--- src/rtl/vga_timing_gen_if.sv ---
// VGA timing bundle: the pixel-advance enable plus the raster position,
// blanking, sync and frame-tracking outputs shared by the generator and its
// consumers.
interface vga_timing_gen_if;
  logic       pix_en;
  logic [9:0] DrawX;
  logic [9:0] DrawY;
  logic       blank;
  logic       hs;
  logic       vs;
  logic       frame_start;
  logic [7:0] frame_count;

  modport master (
    input  pix_en,
    output DrawX, DrawY, blank, hs, vs, frame_start, frame_count
  );

  modport slave (
    output pix_en,
    input  DrawX, DrawY, blank, hs, vs, frame_start, frame_count
  );
endinterface

--- src/rtl/vga_timing_gen.sv ---
// VGA raster timing generator: horizontal/vertical pixel counters, visible
// area and active-low sync decodes, a frame-start pulse and a frame counter.
// Optional macro VGA_SYNC_PIPE_EN registers blank/hs/vs by one pixel so they
// line up with a registered colour path downstream.
module vga_timing_gen #(
  parameter int unsigned H_VISIBLE = 640,
  parameter int unsigned H_FRONT   = 16,
  parameter int unsigned H_SYNC    = 96,
  parameter int unsigned H_BACK    = 48,
  parameter int unsigned V_VISIBLE = 480,
  parameter int unsigned V_FRONT   = 10,
  parameter int unsigned V_SYNC    = 2,
  parameter int unsigned V_BACK    = 33
) (
  input  logic             vga_clk,
  input  logic             reset,
  vga_timing_gen_if.master vga
);

  localparam int unsigned H_TOTAL = H_VISIBLE + H_FRONT + H_SYNC + H_BACK;
  localparam int unsigned V_TOTAL = V_VISIBLE + V_FRONT + V_SYNC + V_BACK;

  localparam logic [9:0] H_LAST       = 10'(H_TOTAL - 1);
  localparam logic [9:0] V_LAST       = 10'(V_TOTAL - 1);
  localparam logic [9:0] H_VIS_END    = 10'(H_VISIBLE);
  localparam logic [9:0] V_VIS_END    = 10'(V_VISIBLE);
  localparam logic [9:0] H_SYNC_START = 10'(H_VISIBLE + H_FRONT);
  localparam logic [9:0] H_SYNC_END   = 10'(H_VISIBLE + H_FRONT + H_SYNC);
  localparam logic [9:0] V_SYNC_START = 10'(V_VISIBLE + V_FRONT);
  localparam logic [9:0] V_SYNC_END   = 10'(V_VISIBLE + V_FRONT + V_SYNC);

  logic [9:0] hc;
  logic [9:0] vc;
  logic [7:0] frame_cnt;
  logic       h_wrap;
  logic       v_wrap;
  logic       blank_c;
  logic       hs_c;
  logic       vs_c;

  assign h_wrap = (hc == H_LAST);
  assign v_wrap = (vc == V_LAST);

  // Raster counters: hc advances every enabled pixel, vc on each hc wrap.
  always_ff @(posedge vga_clk or posedge reset) begin
    if (reset) begin
      hc <= '0;
      vc <= '0;
    end else if (vga.pix_en) begin
      if (h_wrap) begin
        hc <= '0;
        if (v_wrap) vc <= '0;
        else        vc <= vc + 10'd1;
      end else begin
        hc <= hc + 10'd1;
      end
    end
  end

  // Frame counter: bumps on the enabled edge that wraps both counters.
  always_ff @(posedge vga_clk or posedge reset) begin
    if (reset)                             frame_cnt <= '0;
    else if (vga.pix_en && h_wrap && v_wrap) frame_cnt <= frame_cnt + 8'd1;
  end

  // Undelayed visible-area and sync decodes of the counter registers.
  always_comb begin
    blank_c = 1'b0;
    hs_c    = 1'b1;
    vs_c    = 1'b1;
    blank_c = (hc < H_VIS_END) && (vc < V_VIS_END);
    hs_c    = !((hc >= H_SYNC_START) && (hc < H_SYNC_END));
    vs_c    = !((vc >= V_SYNC_START) && (vc < V_SYNC_END));
  end

`ifdef VGA_SYNC_PIPE_EN
  logic blank_q;
  logic hs_q;
  logic vs_q;

  // One-pixel alignment stage for blank/sync, advancing only with pix_en.
  always_ff @(posedge vga_clk or posedge reset) begin
    if (reset) begin
      blank_q <= 1'b0;
      hs_q    <= 1'b1;
      vs_q    <= 1'b1;
    end else if (vga.pix_en) begin
      blank_q <= blank_c;
      hs_q    <= hs_c;
      vs_q    <= vs_c;
    end
  end

  assign vga.blank = blank_q;
  assign vga.hs    = hs_q;
  assign vga.vs    = vs_q;
`else
  assign vga.blank = blank_c;
  assign vga.hs    = hs_c;
  assign vga.vs    = vs_c;
`endif

  assign vga.DrawX       = hc;
  assign vga.DrawY       = vc;
  assign vga.frame_count = frame_cnt;
  // reset masks the pulse so (0,0) held in reset does not read as a frame start.
  assign vga.frame_start = vga.pix_en && !reset && (hc == '0) && (vc == '0);

endmodule
--- src/flat_wrapper.sv ---
// flat-port wrapper written by rule: the top's interface ports become plain ports
module vga_timing_gen_flat 
#(
  parameter int unsigned H_VISIBLE = 640,
  parameter int unsigned H_FRONT   = 16,
  parameter int unsigned H_SYNC    = 96,
  parameter int unsigned H_BACK    = 48,
  parameter int unsigned V_VISIBLE = 480,
  parameter int unsigned V_FRONT   = 10,
  parameter int unsigned V_SYNC    = 2,
  parameter int unsigned V_BACK    = 33
)
  (vga_clk, reset, vga_pix_en, vga_DrawX, vga_DrawY, vga_blank, vga_hs, vga_vs, vga_frame_start, vga_frame_count);
  vga_timing_gen_if vga_i ();
  input  logic vga_clk;
  input  logic reset;
  input wire logic [$bits(vga_i.pix_en)-1:0] vga_pix_en;
  output wire logic [$bits(vga_i.DrawX)-1:0] vga_DrawX;
  output wire logic [$bits(vga_i.DrawY)-1:0] vga_DrawY;
  output wire logic [$bits(vga_i.blank)-1:0] vga_blank;
  output wire logic [$bits(vga_i.hs)-1:0] vga_hs;
  output wire logic [$bits(vga_i.vs)-1:0] vga_vs;
  output wire logic [$bits(vga_i.frame_start)-1:0] vga_frame_start;
  output wire logic [$bits(vga_i.frame_count)-1:0] vga_frame_count;
  assign vga_i.pix_en = vga_pix_en;
  assign vga_DrawX = vga_i.DrawX;
  assign vga_DrawY = vga_i.DrawY;
  assign vga_blank = vga_i.blank;
  assign vga_hs = vga_i.hs;
  assign vga_vs = vga_i.vs;
  assign vga_frame_start = vga_i.frame_start;
  assign vga_frame_count = vga_i.frame_count;
  vga_timing_gen #(.H_VISIBLE(H_VISIBLE), .H_FRONT(H_FRONT), .H_SYNC(H_SYNC), .H_BACK(H_BACK), .V_VISIBLE(V_VISIBLE), .V_FRONT(V_FRONT), .V_SYNC(V_SYNC), .V_BACK(V_BACK)) u_core (.vga_clk(vga_clk), .reset(reset), .vga(vga_i));
endmodule
--- config.mk ---
export PLATFORM = sky130hd
export DESIGN_NAME = vga_timing_gen_flat
export DESIGN_NICKNAME = d
export VERILOG_FILES = /design/src/rtl/vga_timing_gen_if.sv /design/src/rtl/vga_timing_gen.sv /design/src/flat_wrapper.sv
export SDC_FILE = /design/constraint.sdc
export NUM_CORES = 1
export LEC_CHECK = 0
export CELL_PAD_IN_SITES_DETAIL_PLACEMENT = 1
export CELL_PAD_IN_SITES_GLOBAL_PLACEMENT = 2
export CORE_ASPECT_RATIO = 0.5
export CORE_MARGIN = 2
export CORE_UTILIZATION = 28
export CTS_CLUSTER_SIZE = 40
export DETAILED_ROUTE_END_ITERATION = 6
export GPL_TIMING_DRIVEN = 0
export PLACE_DENSITY_LB_ADDON = 0.1
export SKIP_CTS_REPAIR_TIMING = 1
export SYNTH_ARGS = -nofsm -noshare
export SYNTH_HDL_FRONTEND = slang
export SYNTH_SLANG_ARGS = --single-unit
--- constraint.sdc ---
create_clock -name vga_clk -period 1.88 [get_ports vga_clk]
set_clock_uncertainty 0.2 [all_clocks]
set_input_delay 0.376 -clock vga_clk [delete_from_list [all_inputs] [get_ports vga_clk]]
set_output_delay 0.376 -clock vga_clk [all_outputs]
set_load 0.05 [all_outputs]
# Word-level counts from Yosys, hierarchy flattened
# Cells that the tools add are included.
# word_totals
reg_bits	28
inputBits	3
# classes
magnitude_cmp	6
eq_ne	2
mux	2
add_sub_neg	3
reduce_logical	14
# op_table
op	count
adder 10 x 1 -> 10 bit (second input constant)	2
equality test 10 bit (second input constant)	2
zero test 10 bit	2
< comparator 10 bit (second input constant)	2
< comparator 10 x 9 -> 1 bit (second input constant)	2
two-way mux 10 bit	2
greater-or-equal comparator 10 bit (second input constant)	1
greater-or-equal comparator 10 x 9 -> 1 bit (second input constant)	1
adder 8 x 1 -> 8 bit (second input constant)	1
logical AND 1 bit	8
zero test 1 bit	3
AND reduction 2 bit	1

# Longest topological paths before layout
# logic_depth
word_depth	4
mapped_depth	6

# Worst setup path after synthesis
# No wires, ideal clock.
# synth_timing
path_kind	register to output
from	register u_core.vc[0] (netlist: u_core.vga.DrawY[0])
to	output vga_frame_start
stages_incl_launch_ff	6
t_arrival_ns	2.728
n_path_buf	0
path_slack_ns	-1.424
t_required_ns	1.304
cell_sequence	dfrtp_1 inv_1 ha_1 nor2b_1 nand4_1 nor4_1
# synth_via
elab_chain_len	2
# synth_rtl
element	line	text
from (decl)	vga_timing_gen.sv:33	logic [9:0] vc;
from (signal assigned)	vga_timing_gen.sv:53	else vc <= vc + 10'd1;
zero test 10 bit	vga_timing_gen.sv:107	assign vga.frame_start = vga.pix_en && !reset && (hc == '0) && (vc == '0);
logical AND 1 bit	vga_timing_gen.sv:107	
to (decl)	flat_wrapper.sv:23	output wire logic [$bits(vga_i.frame_start)-1:0] vga_frame_start;
# Every way passes these cells.

# Worst setup path in the final report
# layout_timing
from	register u_core.vc[1] (netlist: u_core.vga.DrawY[1])
to	output vga_frame_start
# The elaborated chain is that of the path after synthesis.

==> metrics.md <==
| Metric | Value |
|---|---|
| Status | finished with violations |
| Failing checks | negative setup slack |
| Slowest library cell on the worst path | dfrtp_2 |
| Starting density of the core | 28.97% |
| Post-synthesis instance total | 151 |
| Wire per inst | between 15 and 20 µm |
| Vias | about 1400 |
| Largest area contributor in the netlist | dfrtp_1 |
| Final TNS setup | -1029 ps |
| PnR worst setup slack | -335.4 ps |
| CTS root buf | clkbuf_16 |
| Nets | 218 |
| CTS tree | built |
| Tightest Pin Transition | 673.5 ps |
| Pwr Density | 837.9 nW/µm² |
| CP Class | reg -> out |
| Synth-to-Final Area Change | 59.01% |
| Max transition margin | a little under three fifths |
| Ys flop type | dfrtp_1 |
| Post-route ant nets | 0 |
| Detailed Routing Iterations Pass 1 | 4 |
| Synthesized area per cell | ~10 µm² |
| Hold Violations, Final | 0 |
| Io pins | 35 |
| CP Data Arrival Time | 1640 ps |
| Clock share of power | 30.7% |
| Final slew viol count | 0 |
| Peak supply drop | 0.0005670 V |
| Post-place instance area | 2118 µm² |
| Crit start category | flip-flop |
| FF+latch count, synth | 28 |
| Clock insertion delay at the later pin of the skew report | 270 ps |
| Synth Cell Area | between 1500 and 2000 µm² |
| Crit-path cells | inv_2 -> ha_1 -> nor2b_4 -> nand4_1 -> nor4_4 -> buf_6 |
| Setup violations, final | 8 |
| Worst Path Max Fanout | 4 |
| Final min period | 2215 ps |
| Drt initial violations | 47 |
| Post-route cell area | 2519 µm² |
| # DRC | 0 |
| RSZ-0062 raised after global routing | true |
| Cell variety after synth | 37 |
| Storage element area | 724.4 µm² |
| Combinational group share of total power | 34.8% |
| Die width | 110.4 µm |
| Final Util | 46.06% |
| Crit-path max cell delay | 430 ps |
| YS warnings | 0 |
| Most instantiated cells after synthesis | 28 x dfrtp_1, 13 x nand3_1, 10 x xnor2_1, 10 x xor2_1, 9 x nand2_1 |
| Sw Share | 34.43% |
| Yosys top cell area share | between 40% and 50% |
| Clk sinks | 28 |
| First-pass GRT wire length | 7527 µm |
| Leakage power | 0.001468 µW |
| Worst Setup End Kind | output pin |
| H-tree depth | 1 |
| DIE HEIGHT | 57.19 µm |
| Fill cell count | 610 |
| Core Box Area | 5468 µm² |
| Fraction of layout cells with a size suffix above 1 | 38.28% |
| Count leader, synth | dfrtp_1 |
| Clock-pin slew on the worst setup and hold paths | approximately 70 ps |
| Total gr overflow | 0 |
| I/O Buffers | 34 |
| Worst EP required | 1300 ps |
| All-Layer GR Usage | 15.97% |
| Hold WC Path Type | reg -> reg |
| Die area | 6312 µm² |
| Post-synth EDFFs | 0 |
| Row cnt | 19 |
| Mapped Nets | 159 |
| Seq/Total Area, Yosys | 44.23% |
| TritonCTS buffer count | 3 |
| Ranking of synthesized cells by area | dfrtp_1 44%, xnor2_1 5.5%, xor2_1 5.5%, nand3_1 4.1%, nor4_4 4.0% |
| Gp weighted congestion | 0.6909 |
| Fmax | ~450 MHz |
| Vias in the first global route | between 1000 and 1500 |
| CTS max path bufs | 2 |
| DP Worst Slack | -1316 ps |
| Sequential power share | 34.5% |
| Total wire length | roughly 4700 µm |
| Tcrit/Tclk final | 117.8% |
| Ant. Diodes | 0 |
| Post-synth ARST share | 100.0% |
| Avg Vias per Cell | 4.947 |
| Largest net degree at the start of global routing | 29 |
| Initial antenna violation count | 0 |
| HPWL after DPL | ~3200 µm |
| Max-cap violations | 0 |
| P_int | between 1000 and 1500 µW |
| Sw power | a little over 700 µW |
| Area of the multi-input gates | 953.4 µm² |
## power groups by stage
stage          combinational, µW  clock, µW  sequential (µW)
2_1_floorplan                264          0              927
3_3_place_gp                 628          0              751
3_5_place_dp                 629          0              756
4_1_cts                      636        669              745
5_1_grt                      785        692              739
6_report                     734        649              727
## path summary, 6_finish.rpt
path / startpoint / to / slack (ps) / cells past startpoint
max: u_core.vga.DrawY[1]$_DFFE_PP0P_ / vga_frame_start / -340 / 6
min: u_core.vga.frame_count[7]$_DFFE_PP0P_ / u_core.vga.frame_count[7]$_DFFE_PP0P_ / 270 / 1
max reg2reg: u_core.vga.DrawY[5]$_DFFE_PP0P_ / u_core.vga.frame_count[1]$_DFFE_PP0P_ / -80 / 5
min reg2reg: u_core.vga.frame_count[7]$_DFFE_PP0P_ / u_core.vga.frame_count[7]$_DFFE_PP0P_ / 270 / 1
max in group asynchronous: reset / u_core.vga.DrawY[5]$_DFFE_PP0P_ / 690 / 2
min in group asynchronous: reset / u_core.vga.frame_count[1]$_DFFE_PP0P_ / 380 / 2
## critical path: cells and delay by family (launching register included)
family	cells	cell delay (ps)
fa+ha+maj	1	140
simple gates	3	520
flops	1	430
buf+inv	2	270
## metal layers
| metal | wire (µm) | share of wire (%) | vias to the layer above | track usage, % |
|---|---|---|---|---|
| met5 | 0 | 0 | - | 0 |
| met4 | 24 | 0.51 | 0 | 2.679 |
| met3 | 198 | 4.2 | 2 | 4.914 |
| met2 | 2234 | 47 | 20 | 26.38 |
| met1 | 2291 | 48 | 703 | 21.10 |
| li1 | - | - | 670 | - |
## cell usage in the layout, fill, tap and decap left out, drive strengths merged, types with 5 or more instances in the layout
| cell | synthesis | routed |
|---|---|---|
| and3 | 5 | 5 |
| buf | 4 | 28 |
| dfrtp | 28 | 28 |
| dlymetal6s2s | 0 | 29 |
| ha | 5 | 5 |
| inv | 6 | 5 |
| nand2 | 9 | 9 |
| nand3 | 15 | 15 |
| nand4 | 7 | 7 |
| nor2 | 9 | 9 |
| nor3 | 6 | 6 |
| nor4 | 8 | 8 |
| o21ai | 7 | 7 |
| xnor2 | 10 | 10 |
| xor2 | 10 | 10 |
## area by class of cell
cell class,instances,share of cell area (%)
Tap cell,73,3.626
Timing Repair Buffer,54,22.75
Clock inverter,1,1.192
Sequential cell,28,28.76
Inverter,6,1.043
Multi-Input combinational cell,113,37.85
Clock buffer,3,2.981
Buffer,4,1.788
## kinds of logic after synthesis
family / after synthesis / share of synthesized area, %
buffers and inverters: 10 / 2.843
AOI/OAI and AO/OA: 13 / 4.977
adders and majority gates: 5 / 3.949
DFF: 28 / 44.23
and+or+nand+nor: 72 / 30.96
muxes: 3 / 1.975
xor gates and xnor gates: 20 / 11.06
## flip-flops by register name, summed over array words and instances, names as in the netlist
register,cells
u_core.vga.DrawY,10
u_core.vga.DrawX,10
u_core.vga.frame_count,8
## per-stage QoR
step	hold slack, ps	cells	total power (µW)
after global placement	261.0	258	1379
after global routing	302.3	282	2216
after detailed placement	262.8	258	1386
after CTS	276.9	262	2049
after floorplan	240.1	151	1191
final	270.1	282	2111
Note: power is estimated with default switching activity, not from simulation.
